==> src/rtl/keypad_scanner.sv <==
// 4x4 matrix keypad scanner: rotates a low column drive, debounces presses and
// releases on synchronized row lines, and reports one code pulse per key press.
module keypad_scanner #(
  parameter int SCAN_DIV        = 27000,
  parameter int DEBOUNCE_CYCLES = 270000
) (
  input  logic       clk,
  input  logic       rst,
  input  logic [3:0] filas,
  output logic [3:0] columnas,
  output logic [3:0] key_code,
  output logic       key_valid,
  output logic       key_held
);

  localparam int MAX_DIV = (SCAN_DIV > DEBOUNCE_CYCLES) ? SCAN_DIV : DEBOUNCE_CYCLES;
  localparam int CW      = $clog2(MAX_DIV) + 1;

  localparam logic [CW-1:0] SCAN_LAST = CW'(SCAN_DIV - 1);
  localparam logic [CW-1:0] DB_LAST   = CW'(DEBOUNCE_CYCLES - 1);
  localparam logic [CW-1:0] CNT_MAX   = {CW{1'b1}};
  localparam logic [CW-1:0] CNT_ZERO  = {CW{1'b0}};

  typedef enum logic [1:0] {
    SCAN     = 2'd0,
    DEBOUNCE = 2'd1,
    HELD     = 2'd2,
    RELEASE  = 2'd3
  } state_t;

  state_t        state_q,     state_d;
  logic [3:0]    sync_meta_q, sync_meta_d;
  logic [3:0]    rows_s_q,    rows_s_d;
  logic [CW-1:0] cnt_q,       cnt_d;
  logic [1:0]    col_idx_q,   col_idx_d;
  logic [1:0]    row_idx_q,   row_idx_d;
  logic [3:0]    pattern_q,   pattern_d;
  logic [3:0]    columnas_q,  columnas_d;
  logic [3:0]    key_code_q,  key_code_d;
  logic          key_valid_q, key_valid_d;
  logic          key_held_q,  key_held_d;

  function automatic logic [CW-1:0] sat_inc(input logic [CW-1:0] v);
    if (v == CNT_MAX) begin
      sat_inc = v;
    end else begin
      sat_inc = v + {{(CW-1){1'b0}}, 1'b1};
    end
  endfunction

  function automatic logic [3:0] col_drive(input logic [1:0] idx);
    col_drive = ~(4'b0001 << idx);
  endfunction

  // Lowest-index low row wins when several rows are pulled down together.
  function automatic logic [1:0] low_row(input logic [3:0] rows);
    if (!rows[0]) begin
      low_row = 2'd0;
    end else if (!rows[1]) begin
      low_row = 2'd1;
    end else if (!rows[2]) begin
      low_row = 2'd2;
    end else begin
      low_row = 2'd3;
    end
  endfunction

  function automatic logic [3:0] key_map(input logic [1:0] r, input logic [1:0] c);
    case ({r, c})
      4'b00_00: key_map = 4'h1;
      4'b00_01: key_map = 4'h2;
      4'b00_10: key_map = 4'h3;
      4'b00_11: key_map = 4'hA;
      4'b01_00: key_map = 4'h4;
      4'b01_01: key_map = 4'h5;
      4'b01_10: key_map = 4'h6;
      4'b01_11: key_map = 4'hB;
      4'b10_00: key_map = 4'h7;
      4'b10_01: key_map = 4'h8;
      4'b10_10: key_map = 4'h9;
      4'b10_11: key_map = 4'hC;
      4'b11_00: key_map = 4'hE;
      4'b11_01: key_map = 4'h0;
      4'b11_10: key_map = 4'hF;
      4'b11_11: key_map = 4'hD;
      default:  key_map = 4'h0;
    endcase
  endfunction

  // Next-state logic for the synchronizer, scan/debounce FSM and outputs.
  always_comb begin
    state_d     = state_q;
    sync_meta_d = filas;
    rows_s_d    = sync_meta_q;
    cnt_d       = cnt_q;
    col_idx_d   = col_idx_q;
    row_idx_d   = row_idx_q;
    pattern_d   = pattern_q;
    columnas_d  = columnas_q;
    key_code_d  = key_code_q;
    key_valid_d = 1'b0;
    key_held_d  = key_held_q;

    case (state_q)
      SCAN: begin
        if (cnt_q == SCAN_LAST) begin
          cnt_d = CNT_ZERO;
          if (rows_s_q != 4'hF) begin
            pattern_d = rows_s_q;
            row_idx_d = low_row(rows_s_q);
            state_d   = DEBOUNCE;
          end else begin
            col_idx_d  = col_idx_q + 2'd1;
            columnas_d = col_drive(col_idx_q + 2'd1);
          end
        end else begin
          cnt_d = sat_inc(cnt_q);
        end
      end

      DEBOUNCE: begin
        if (rows_s_q == pattern_q) begin
          if (cnt_q == DB_LAST) begin
            cnt_d       = CNT_ZERO;
            key_code_d  = key_map(row_idx_q, col_idx_q);
            key_valid_d = 1'b1;
            key_held_d  = 1'b1;
            state_d     = HELD;
          end else begin
            cnt_d = sat_inc(cnt_q);
          end
        end else begin
          cnt_d      = CNT_ZERO;
          col_idx_d  = col_idx_q + 2'd1;
          columnas_d = col_drive(col_idx_q + 2'd1);
          state_d    = SCAN;
        end
      end

      HELD: begin
        if (rows_s_q[row_idx_q]) begin
          cnt_d   = CNT_ZERO;
          state_d = RELEASE;
        end else begin
          cnt_d = cnt_q;
        end
      end

      // Another row going low here keeps the key held, so no second key is
      // reported until every row has been idle for the full debounce time.
      RELEASE: begin
        if (rows_s_q == 4'hF) begin
          if (cnt_q == DB_LAST) begin
            cnt_d      = CNT_ZERO;
            key_held_d = 1'b0;
            col_idx_d  = col_idx_q + 2'd1;
            columnas_d = col_drive(col_idx_q + 2'd1);
            state_d    = SCAN;
          end else begin
            cnt_d = sat_inc(cnt_q);
          end
        end else begin
          cnt_d   = CNT_ZERO;
          state_d = HELD;
        end
      end

      default: begin
        cnt_d      = CNT_ZERO;
        col_idx_d  = 2'd0;
        columnas_d = 4'b1110;
        key_held_d = 1'b0;
        state_d    = SCAN;
      end
    endcase
  end

  // State and output registers; synchronizer idles at all-high rows.
  always_ff @(posedge clk or negedge rst) begin
    if (!rst) begin
      state_q     <= SCAN;
      sync_meta_q <= 4'hF;
      rows_s_q    <= 4'hF;
      cnt_q       <= CNT_ZERO;
      col_idx_q   <= 2'd0;
      row_idx_q   <= 2'd0;
      pattern_q   <= 4'hF;
      columnas_q  <= 4'b1110;
      key_code_q  <= 4'h0;
      key_valid_q <= 1'b0;
      key_held_q  <= 1'b0;
    end else begin
      state_q     <= state_d;
      sync_meta_q <= sync_meta_d;
      rows_s_q    <= rows_s_d;
      cnt_q       <= cnt_d;
      col_idx_q   <= col_idx_d;
      row_idx_q   <= row_idx_d;
      pattern_q   <= pattern_d;
      columnas_q  <= columnas_d;
      key_code_q  <= key_code_d;
      key_valid_q <= key_valid_d;
      key_held_q  <= key_held_d;
    end
  end

  assign columnas  = columnas_q;
  assign key_code  = key_code_q;
  assign key_valid = key_valid_q;
  assign key_held  = key_held_q;

endmodule
==> config.mk <==
export PLATFORM = sky130hd
export DESIGN_NAME = keypad_scanner
export DESIGN_NICKNAME = d
export VERILOG_FILES = /design/src/rtl/keypad_scanner.sv
export SDC_FILE = /design/constraint.sdc
export NUM_CORES = 1
export LEC_CHECK = 0
export CELL_PAD_IN_SITES_DETAIL_PLACEMENT = 2
export CELL_PAD_IN_SITES_GLOBAL_PLACEMENT = 2
export CORE_MARGIN = 4
export CORE_UTILIZATION = 43
export CTS_CLUSTER_DIAMETER = 50
export DETAILED_ROUTE_END_ITERATION = 8
export PLACE_DENSITY_LB_ADDON = 0.05
export SYNTH_ARGS = -nofsm -noshare
export SYNTH_HDL_FRONTEND = slang
export SYNTH_SLANG_ARGS = --single-unit
==> constraint.sdc <==
create_clock -name clk -period 4.7 [get_ports clk]
set_clock_uncertainty 0.2 [all_clocks]
set_input_delay 0.94 -clock clk [delete_from_list [all_inputs] [get_ports clk]]
set_output_delay 0.94 -clock clk [all_outputs]
set_load 0.03 [all_outputs]
After elaboration in Yosys (flattened, before gate mapping)
Memory sizes are Yosys's and may differ from the RTL's. A register that Yosys moved wholly into a read port is not among the register bits.
Index checks and enable logic that the tools add are counted.
Storage, ports and cells
  logic and storage cells: 85
  output and inout bits: 10
  bits in registers: 44
  memories: 1
  memory bits (read-only): 64
Operators by class
  $add $sub $neg: 2
  eq/ne operators: 20
  bitwise logic cells: 1
  mux-type cells: 40
  $lt $le $gt $ge: 1
  reductions and logical operators: 9
  shift-type cells: 1
Memories
  (name not given): depth 16, bits a word 4, read ports 1, clocked after memory_dff 1, write ports 0, RTL line 69  | case ({r, c})
Operator list (number)
  20-bit 2-to-1 mux: 6
  20-bit one-hot mux with 4 select lines: 1
  2-bit 2-to-1 mux: 14
  20-bit by 1-bit adder with 20-bit output (second input constant): 1
  20-bit by 15-bit == test with 1-bit output (second input constant): 1
  20-bit by 19-bit == test with 1-bit output (second input constant): 1
  20-bit == test (second input constant): 1
  4-bit 2-to-1 mux: 5
  2-bit != test (second input constant): 9
  4-bit one-hot mux with 3 select lines: 1
  5-bit AND reduction: 2
  1-bit 2-to-1 mux: 9
  2-bit one-hot mux with 4 select lines: 1
  3-bit != test (second input constant): 2
  2-bit one-hot mux with 3 select lines: 1
  3-bit AND reduction: 2
  6-bit AND reduction: 1
  2-bit == test (second input constant): 2
  4-bit == test: 1
  4-bit == test (second input constant): 1
  4-bit != test (second input constant): 1
  4-bit inverter: 1
  1-bit by 2-bit << shifter with 4-bit output (first input constant): 1
  2-bit by 3-bit < comparator with 1-bit output (second input constant): 1
  8 further kinds: 8

Depth between registers and ports, before layout
Gate-level depths: netlist of run 1.
  depth in word-level cells: 6
  mapped depth: 7

Worst setup path before layout of run 1
No wires, ideal clock.
  path type: reg-to-reg
  from: register cnt_q[8]
  to: register col_idx_q[1]
  data arrival time: 1854 ps
  path buffers: 1
  path slack: 2518 ps
  stages on the path, launching flop included: 7
  period minus slack after synthesis: 2182 ps
  library setup time: 127 ps
  cell sequence: dfrtp_1 buf_2 nor4b_1 and3_2 nand3_4 o2bb2ai_2 mux2_1
Between the ends
  longest elaborated chain between the ends: 3
  elaborated cells on any way between the ends: 5
  those cells by class: eq/ne: 4; reduce/logical: 1
RTL lines
  start, declared: RTL line 34  | logic [CW-1:0] cnt_q, cnt_d;
  start signal, assigned: RTL line 196  | cnt_q <= cnt_d;
  20-bit by 15-bit == test with 1-bit output or 20-bit by 19-bit == test with 1-bit output (tied branches): RTL line 106, 153
  2-bit != test (no source line)
  6-bit AND reduction (no source line) *
  end signal, assigned: RTL line 197  | col_idx_q <= col_idx_d;
  end, declared: RTL line 35  | logic [1:0] col_idx_q, col_idx_d;
Mark *: on every way between the ends. The rest lies on a longest branch, timed or not.
A chain may end at the register's enable or synchronous reset.

Final worst setup path of run 1
  from: register cnt_q[0]
  to: register cnt_q[18]
Between the ends
  longest elaborated chain between the ends: 5
  elaborated cells on any way between the ends: 10
  those cells by class: add/sub: 1; eq/ne: 3; mux: 6
RTL lines
  20-bit by 1-bit adder with 20-bit output or 20-bit == test (tied branches): RTL line 47, 44
  20-bit 2-to-1 mux: RTL line 44  | if (v == CNT_MAX) begin
  20-bit 2-to-1 mux: RTL line 123  | if (cnt_q == DB_LAST) begin
  20-bit 2-to-1 mux (on tied branches): RTL line 152, 122
  20-bit one-hot mux with 4 select lines *: RTL line 104  | case (state_q)
Marked as above.

==> results of run 1 <==
## layer usage
layer	vias to the layer above	GRT usage [%]
met4	0	5.439
met2	16	31.64
li1	945	-
met5	-	0
met3	8	3.010
met1	1025	31.04
## power by group through the flow
stage | registers (uW) | logic (uW) | clock network, uW
after CTS | 423 | 19.0 | 325
after global routing | 424 | 20.9 | 344
after detailed placement | 431 | 19.0 | 0
after global placement | 430 | 18.1 | 0
final | 423 | 18.0 | 317
after floorplan | 429 | 4.59 | 0
## state kept, by name, summed over array words and instances, names as in the netlist
register	cells
cnt_q	20
columnas	4
key_code	4
pattern_q	4
rows_s_d	4
rows_s_q	4
col_idx_q	2
row_idx_q	2
state_q	2
key_held	1
key_valid	1
## how the worst min path moves through the flow
stage | to | depth (start not counted) | startpoint | slack, ns
final | rows_s_q[1]$_DFF_PN1_ | 0 | rows_s_d[1]$_DFF_PN1_ | 0.16
after global routing | rows_s_q[1]$_DFF_PN1_ | 0 | rows_s_d[1]$_DFF_PN1_ | 0.17
after CTS | rows_s_q[2]$_DFF_PN1_ | 0 | rows_s_d[2]$_DFF_PN1_ | 0.17
after detailed placement | rows_s_q[1]$_DFF_PN1_ | 0 | rows_s_d[1]$_DFF_PN1_ | 0.15
after global placement | rows_s_q[3]$_DFF_PN1_ | 0 | rows_s_d[3]$_DFF_PN1_ | 0.15
after floorplan | rows_s_q[0]$_DFF_PN1_ | 0 | rows_s_d[0]$_DFF_PN1_ | 0.15
## cell families (layout without fill, tap and decap cells)
| family | after synthesis | in the layout | share of synthesized area (%) |
|---|---|---|---|
| buf+inv | 26 | 37 | 5.000 |
| flops | 48 | 48 | 44.72 |
| mux | 20 | 20 | 8.807 |
| compound gates | 44 | 44 | 12.34 |
| simple gates | 91 | 91 | 20.78 |
| fa+ha+maj | 7 | 7 | 3.211 |
| xor+xnor | 16 | 16 | 5.138 |
## worst reg2reg max path, cell delays in order (launching register included)
cell and delay [ns]:
dfrtp_1 0.44, ha_1 0.25, nand3_1 0.20, nor2_1 0.42, a21oi_2 0.16, a211oi_4 0.78
nor3_1 0.18
## synth_stat cells, drive strengths merged, types with 2 or more instances
library cell / count / area share, %
nor4b: 4 / 1.8
nand4: 8 / 2.1
dfrtp: 33 / 30
clkbuf: 2 / 0.28
dfstp: 15 / 14
inv: 12 / 1.7
nand3: 13 / 2.8
and4: 3 / 0.96
nand2: 13 / 1.9
o31ai: 5 / 1.4
ha: 7 / 3.2
xnor2: 15 / 4.8
or4: 5 / 1.4
a2111oi: 2 / 0.87
a21oi: 7 / 1.4
buf: 12 / 3.1
o21ai: 9 / 1.7
nor4: 6 / 2.1
nor3: 6 / 1.7
mux2i: 9 / 3.3
nor2: 20 / 2.8
and3: 6 / 1.5
a221oi: 3 / 0.96
a211oi: 12 / 3.9
mux2: 10 / 4.7
nor2b: 2 / 0.46
## metrics by stage
step                      cell area [um^2]  setup slack (ns)  utilization (%)
after floorplan                       2728             2.518                -
after global placement                2890             1.958            47.97
after detailed placement              2890             1.918            47.97
after CTS                             3007             1.868            49.90
after global routing                  3007             1.615            49.90
final                                 3007             1.909            49.90
## layout make-up
class	instances	share of cell area, %
Multi-Input combinational cell	178	45.61
Tap cell	75	3.121
Clock buffer	5	2.289
Inverter	12	1.498
Clock inverter	3	1.581
Timing Repair Buffer	17	5.327
Sequential cell	48	40.57
==> summary.md, run 1 <==
| Metric | Value |
|---|---|
| Family with the most delay on the worst path | compound AO/OA/AOI/OAI gates |
| # placed instances | 330 |
| Register clock-pin slew on the reported worst setup and hold paths | 0.10 ns |
| Die X-Extent | 87.65 um |
| Total negative slack | 0 ns |
| Crit path launch type | flip-flop |
| Die outline area | 7682 um^2 |
| RSZ-0062 raised after global routing | false |
| Ratio of cells with drive above 1 in the final layout | 20.91% |
| Number of gates on the worst path with buffers counted | 6 |
| Post-CTS setup repair buffer count | 0 |
| Most frequently used flop master after synthesis | dfrtp_1 |
| CP cell instances | ha_1 > nand3_1 > nor2_1 > a21oi_2 > a211oi_4 > nor3_1 |
| Wire length of the first global-routing pass | 12.33 mm |
| Power Density | 252.2 nW/um^2 |
| CTS H-tree lvls | 2 |
| Maximum number of pins on one net before global-route repair | 49 |
| Number of distinct standard cells referenced by the synthesized netlist | 55 |
| Insertion delay to the later sink of the worst-skew pair | 0.32 ns |
| Reg-to-reg setup timing slack | 1.91 ns |
| Hold buffers post-CTS | 0 |
| Rel. slew slack | 42.52% |
| Via count of the first global-routing pass | 2233 |
| Height of the die | 87.65 um |
| Number of antenna violations at the first check in global routing | 0 |
| Proportion of synthesized chip area in sequential cells | 44.72% |
| Number of max-slew violations in the final report | 0 |
| GRT overflow | 0 |
| Kind of capture point of the worst setup path | flip-flop |
| Critical path launch point | cnt_q[0]$_DFFE_PN0P_ |
| Buffer cell driving the clock tree root | clkbuf_8 |
| Hold slack final | 0.1553 ns |
| Clock tree from TritonCTS | yes |
| Maximum buffer depth of the clock tree | 2 |
| DRC viols | 0 |
| R2r startpoint | cnt_q[0]$_DFFE_PN0P_ |
| Endpoint arrival time on the critical path | 2.74 ns |
| Total routed wirelength | 6.893 mm |
| Final setup vio count | 0 |
| Largest fanout on the critical path | 19 |
| Worst reg2reg endpoint | cnt_q[18]$_DFFE_PN0P_ |
| Critical Path RT | 4.65 ns |
| Final Net Count | 275 |
| Number of placed I/O pins | 16 |
| Max IR drop VDD | 0.0001445 V |
| Filler Cells Inserted | 627 |
| Number of rows in the core area | 28 |
| DR pass1 iterations | 4 |
| Iteration-0 DRC count of the detailed router | 99 |
| Count of flip-flops with a built-in enable after synthesis | 0 |
| Reg2Reg Depth | 6 |
| Commonest cells after routing, fill and taps aside | dfrtp_1 (33), nor2_1 (20), xnor2_1 (15), dfstp_2 (15), clkdlybuf4s50_1 (14) |
| Transition time at the pin with the least slew margin | 0.8594 ns |
| Number of clock buffers inserted by TritonCTS | 5 |
| Area of the mapped netlist | 2728 um^2 |
| Detail Route met3 WL | 110 um |
| Metal1 wirelength | 3.542 mm |
| Count of buffers inserted at the top-level ports | 15 |
| Capture point of the worst path | cnt_q[18]$_DFFE_PN0P_ |
| Via total after detailed routing | 1994 |
| Detail-routed via count per cell | 5.899 |
| Final period demand of the worst path | 2.791 ns |
| Post-Synthesis Net Count | 265 |
| Sequential cell area | 1220 um^2 |
| Final period util | 59.38% |
| Number of instances in the synthesized netlist | 252 |
| WP buf/inv | 0 |
| Area occupied by multi-input gates | 1371 um^2 |
| Leading cell type in the layout, fill and taps excluded | dfrtp_1 |
| Hold WC Path Type | reg2reg |
| Share of flip-flops with an asynchronous set or reset | 100.0% |
| Status | finished, final reports clean |
| Combinational Power Share | 2.4% |
| Placed wire-length estimate after detailed placement | 4.823 mm |
| Hold Vio Cnt, Final | 0 |
| Core ar. | 6026 um^2 |
| Maximum frequency from static timing analysis | 0.3583 GHz |
| Max Cap Viol | 0 |
| Area added between synthesis and finish | 10.23% |
| Static Leak | 0.001127 uW |
| Synth warnings | 0 |
| Fraction of power spent switching nets | 22.68% |
| Diode count | 0 |
| Post-detailed-route wirelength per cell | 20.39 um |
| Final Non-Filler Cells | 338 |
| Flop pwr share | 55.8% |
| Critical setup path kind | reg2reg |
| Maximum single-stage delay on the critical path | 0.78 ns |
| Clock network fraction of design power | 41.8% |
| Highest routing layer actually used | met4 |
| Post-layout total power | 758.2 uW |
| Number of clock sinks seen by CTS | 48 |
| Critical-path top delay cell | a211oi_4 |
| Metal2 WL | 3.159 mm |
| Combined global-route utilization of all metal layers | 20.82% |
| Initial standard-cell utilization of the core | 45.27% |
| Post-synthesis average cell area | 10.82 um^2 |
| Routability cong. | 0.7761 |
| Seq cells post-synth | 48 |
| Int Power | 586.3 uW |
| Number of gates resized after cts | 0 |
| Net Switching | 171.9 uW |
| Antenna Violating Nets Remaining | 0 |
Note: power is estimated with default switching activity, not from simulation.
==> inputs of run 2 (changes only) <==
--- a/config.mk
+++ b/config.mk
@@ -8,7 +8,7 @@
 export CELL_PAD_IN_SITES_DETAIL_PLACEMENT = 2
 export CELL_PAD_IN_SITES_GLOBAL_PLACEMENT = 2
 export CORE_MARGIN = 4
-export CORE_UTILIZATION = 43
+export CORE_UTILIZATION = 36
 export CTS_CLUSTER_DIAMETER = 50
 export DETAILED_ROUTE_END_ITERATION = 8
 export PLACE_DENSITY_LB_ADDON = 0.05
==> constraint.sdc (replaced) <==
create_clock -name clk -period 2.24 [get_ports clk]
set_clock_uncertainty 0.2 [all_clocks]
set_input_delay 0.448 -clock clk [delete_from_list [all_inputs] [get_ports clk]]
set_output_delay 0.448 -clock clk [all_outputs]
set_load 0.03 [all_outputs]
==> summary.md, run 2 (synthesis results as in run 1) <==
| Metric | Value |
|---|---|
| Insertion delay to the later sink of the worst-skew pair | 0.30 ns |
| Count of buffers inserted at the top-level ports | 15 |
| Area added between synthesis and finish | 27.75% |
| Kind of capture point of the worst setup path | flip-flop |
| Critical Path RT | 2.23 ns |
| Routability cong. | 0.8029 |
| Finished Cell Area | 3485 um^2 |
| Int Power | 1264 uW |
| Leading cell type in the layout, fill and taps excluded | buf_4 |
| Number of clock buffers inserted by TritonCTS | 5 |
| Max Cap Viol | 0 |
| Placed wire-length estimate after detailed placement | 5.303 mm |
| Total negative slack | 0 ns |
| Detail-routed via count per cell | 5.378 |
| Number of antenna violations at the first check in global routing | 0 |
| Iteration-0 DRC count of the detailed router | 69 |
| Wire length of the first global-routing pass | 12.16 mm |
| Total routed wirelength | 7.345 mm |
| Post-place instance area | 3201 um^2 |
| DRC viols | 0 |
| Initial standard-cell utilization of the core | 37.41% |
| Register clock-pin slew on the reported worst setup and hold paths | 0.09 ns |
| Number of flip-flops under the largest register name | 20 |
| Via count of the first global-routing pass | 2280 |
| Final setup vio count | 0 |
| Clock tree from TritonCTS | yes |
| Metal1 wirelength | 3.720 mm |
| Worst reg2reg endpoint | key_code[2]$_DFFE_PN0P_ |
| Hold slack final | 0.1594 ns |
| Hold WC Path Type | reg2reg |
| Highest routing layer actually used | met4 |
| Fraction of power spent switching nets | 20.76% |
| Post-detailed-route wirelength per cell | 18.36 um |
| R2r startpoint | cnt_q[15]$_DFFE_PN0P_ |
| Static Leak | 0.001351 uW |
| Die outline area | 9034 um^2 |
| Hold path cells | 0 |
| Setup ws final | 0.08301 ns |
| Worst-case hold path end point | rows_s_q[2]$_DFF_PN1_ |
| # placed instances | 388 |
| Maximum number of pins on one net before global-route repair | 30 |
| Critical setup path kind | reg2reg |
| Die X-Extent | 95.05 um |
| Final Net Count | 313 |
| Commonest cells after routing, fill and taps aside | buf_4 (35), dfrtp_1 (26), nor2_1 (20), xnor2_1 (15), dfstp_2 (15) |
| Crit path launch type | flip-flop |
| Via total after detailed routing | 2151 |
| Max IR drop VDD | 0.0002323 V |
| Combinational Power Share | 2.7% |
| Endpoint arrival time on the critical path | 2.15 ns |
| GRT overflow | 0 |
| Number of placed I/O pins | 16 |
| Antenna Violating Nets Remaining | 0 |
| Height of the die | 95.05 um |
| Detail Route met3 WL | 135 um |
| Largest fanout on the critical path | 5 |
| Reg-to-reg setup timing slack | 0.08 ns |
| Final period util | 96.29% |
| Number of rows in the core area | 31 |
| Transition time at the pin with the least slew margin | 0.5220 ns |
| Number of max-slew violations in the final report | 0 |
| Maximum buffer depth of the clock tree | 2 |
| Rel. slew slack | 65.20% |
| Hold Vio Cnt, Final | 0 |
| Clock network fraction of design power | 41.7% |
| Hold Path Origin | rows_s_d[2]$_DFF_PN1_ |
| Net Switching | 331.1 uW |
| Buffer cell driving the clock tree root | clkbuf_8 |
| Ratio of cells with drive above 1 in the final layout | 37.21% |
| Power Density | 457.6 nW/um^2 |
| Final Non-Filler Cells | 400 |
| Flop pwr share | 55.6% |
| Setup slack at placement | -0.003335 ns |
| Metal2 WL | 3.409 mm |
| Number of clock sinks seen by CTS | 48 |
| Core ar. | 7292 um^2 |
| Reg2Reg Depth | 6 |
| Final period demand of the worst path | 2.157 ns |
| DR pass1 iterations | 4 |
| Diode count | 0 |
| Top register by number of flip-flops | cnt_q |
| Combined global-route utilization of all metal layers | 17.45% |
| CTS H-tree lvls | 2 |
| Status | finished, final reports clean |
| Maximum frequency from static timing analysis | 0.4636 GHz |
[run 2: worst max-delay path by stage]
stage,from,endpoint,slack (ns),cells past startpoint
after floorplan,cnt_q[8]$_DFFE_PN0P_,col_idx_q[1]$_DFFE_PN0P_,0.06,6
after global placement,cnt_q[0]$_DFFE_PN0P_,cnt_q[10]$_DFFE_PN0P_,0.07,7
after detailed placement,cnt_q[16]$_DFFE_PN0P_,cnt_q[6]$_DFFE_PN0P_,-0.003,7
after CTS,cnt_q[16]$_DFFE_PN0P_,cnt_q[6]$_DFFE_PN0P_,0.02,7
after global routing,cnt_q[4]$_DFFE_PN0P_,cnt_q[10]$_DFFE_PN0P_,-0.06,8
final,cnt_q[15]$_DFFE_PN0P_,key_code[2]$_DFFE_PN0P_,0.08,6
[run 2: metrics by stage]
stage | total power, uW | util [%]
after global routing | 1677 | 47.79
after floorplan | 910.6 | -
after global placement | 946.8 | 43.89
final | 1595 | 47.79
after detailed placement | 947.4 | 43.89
after CTS | 1633 | 45.97
[run 2: power by group through the flow]
| stage | sequential (uW) | clock [uW] | combinational [uW] |
|---|---|---|---|
| 4_1_cts | 887 | 700 | 46.0 |
| 5_1_grt | 888 | 738 | 50.4 |
| 3_5_place_dp | 903 | 0 | 44.5 |
| 3_3_place_gp | 903 | 0 | 44.2 |
| 2_1_floorplan | 901 | 0 | 9.63 |
| 6_report | 887 | 664 | 43.8 |
[run 2: metal layers]
metal  track usage (%)  vias to the layer above
met4             4.688                        0
met5                 0                        -
met3             2.447                        8
met2             27.42                       25
li1                  -                     1019
met1             25.19                     1099
[run 2: area by class of cell]
cell class,instances,area (um^2)
repair buffers,55,480.5
multi-input cells,178,1485
clock inverters,2,38.79
fillers,777,3807
well taps,99,123.9
flip-flops and latches,48,1229
clock buffers,6,82.58
inverters,12,45.04
[run 2: critical path: stages, from the launching register on]
cell and delay [ns]:
dfrtp_1 0.42, nor4_2 0.37, and3_4 0.30, nand3_4 0.11, nor3_2 0.15, buf_4 0.17, mux2_2 0.33
[run 2: timing repair]
action                                 4_1_cts  5_1_grt
setup endpoints to repair                    7       24
pin swaps                                    0        5
hold buffers                                 1        0
endpoints found under the hold margin       16        0
resized for setup                            4       28
setup buffers                                0        3
==> inputs of run 3 (changes only) <==
--- a/config.mk
+++ b/config.mk
@@ -5,6 +5,7 @@
 export SDC_FILE = /design/constraint.sdc
 export NUM_CORES = 1
 export LEC_CHECK = 0
+export ABC_CLOCK_PERIOD_IN_PS = 2240
 export CELL_PAD_IN_SITES_DETAIL_PLACEMENT = 2
 export CELL_PAD_IN_SITES_GLOBAL_PLACEMENT = 2
 export CORE_MARGIN = 4
==> results of run 3 <==
The final DEF is identical to that of run 2; final timing and power are the same.
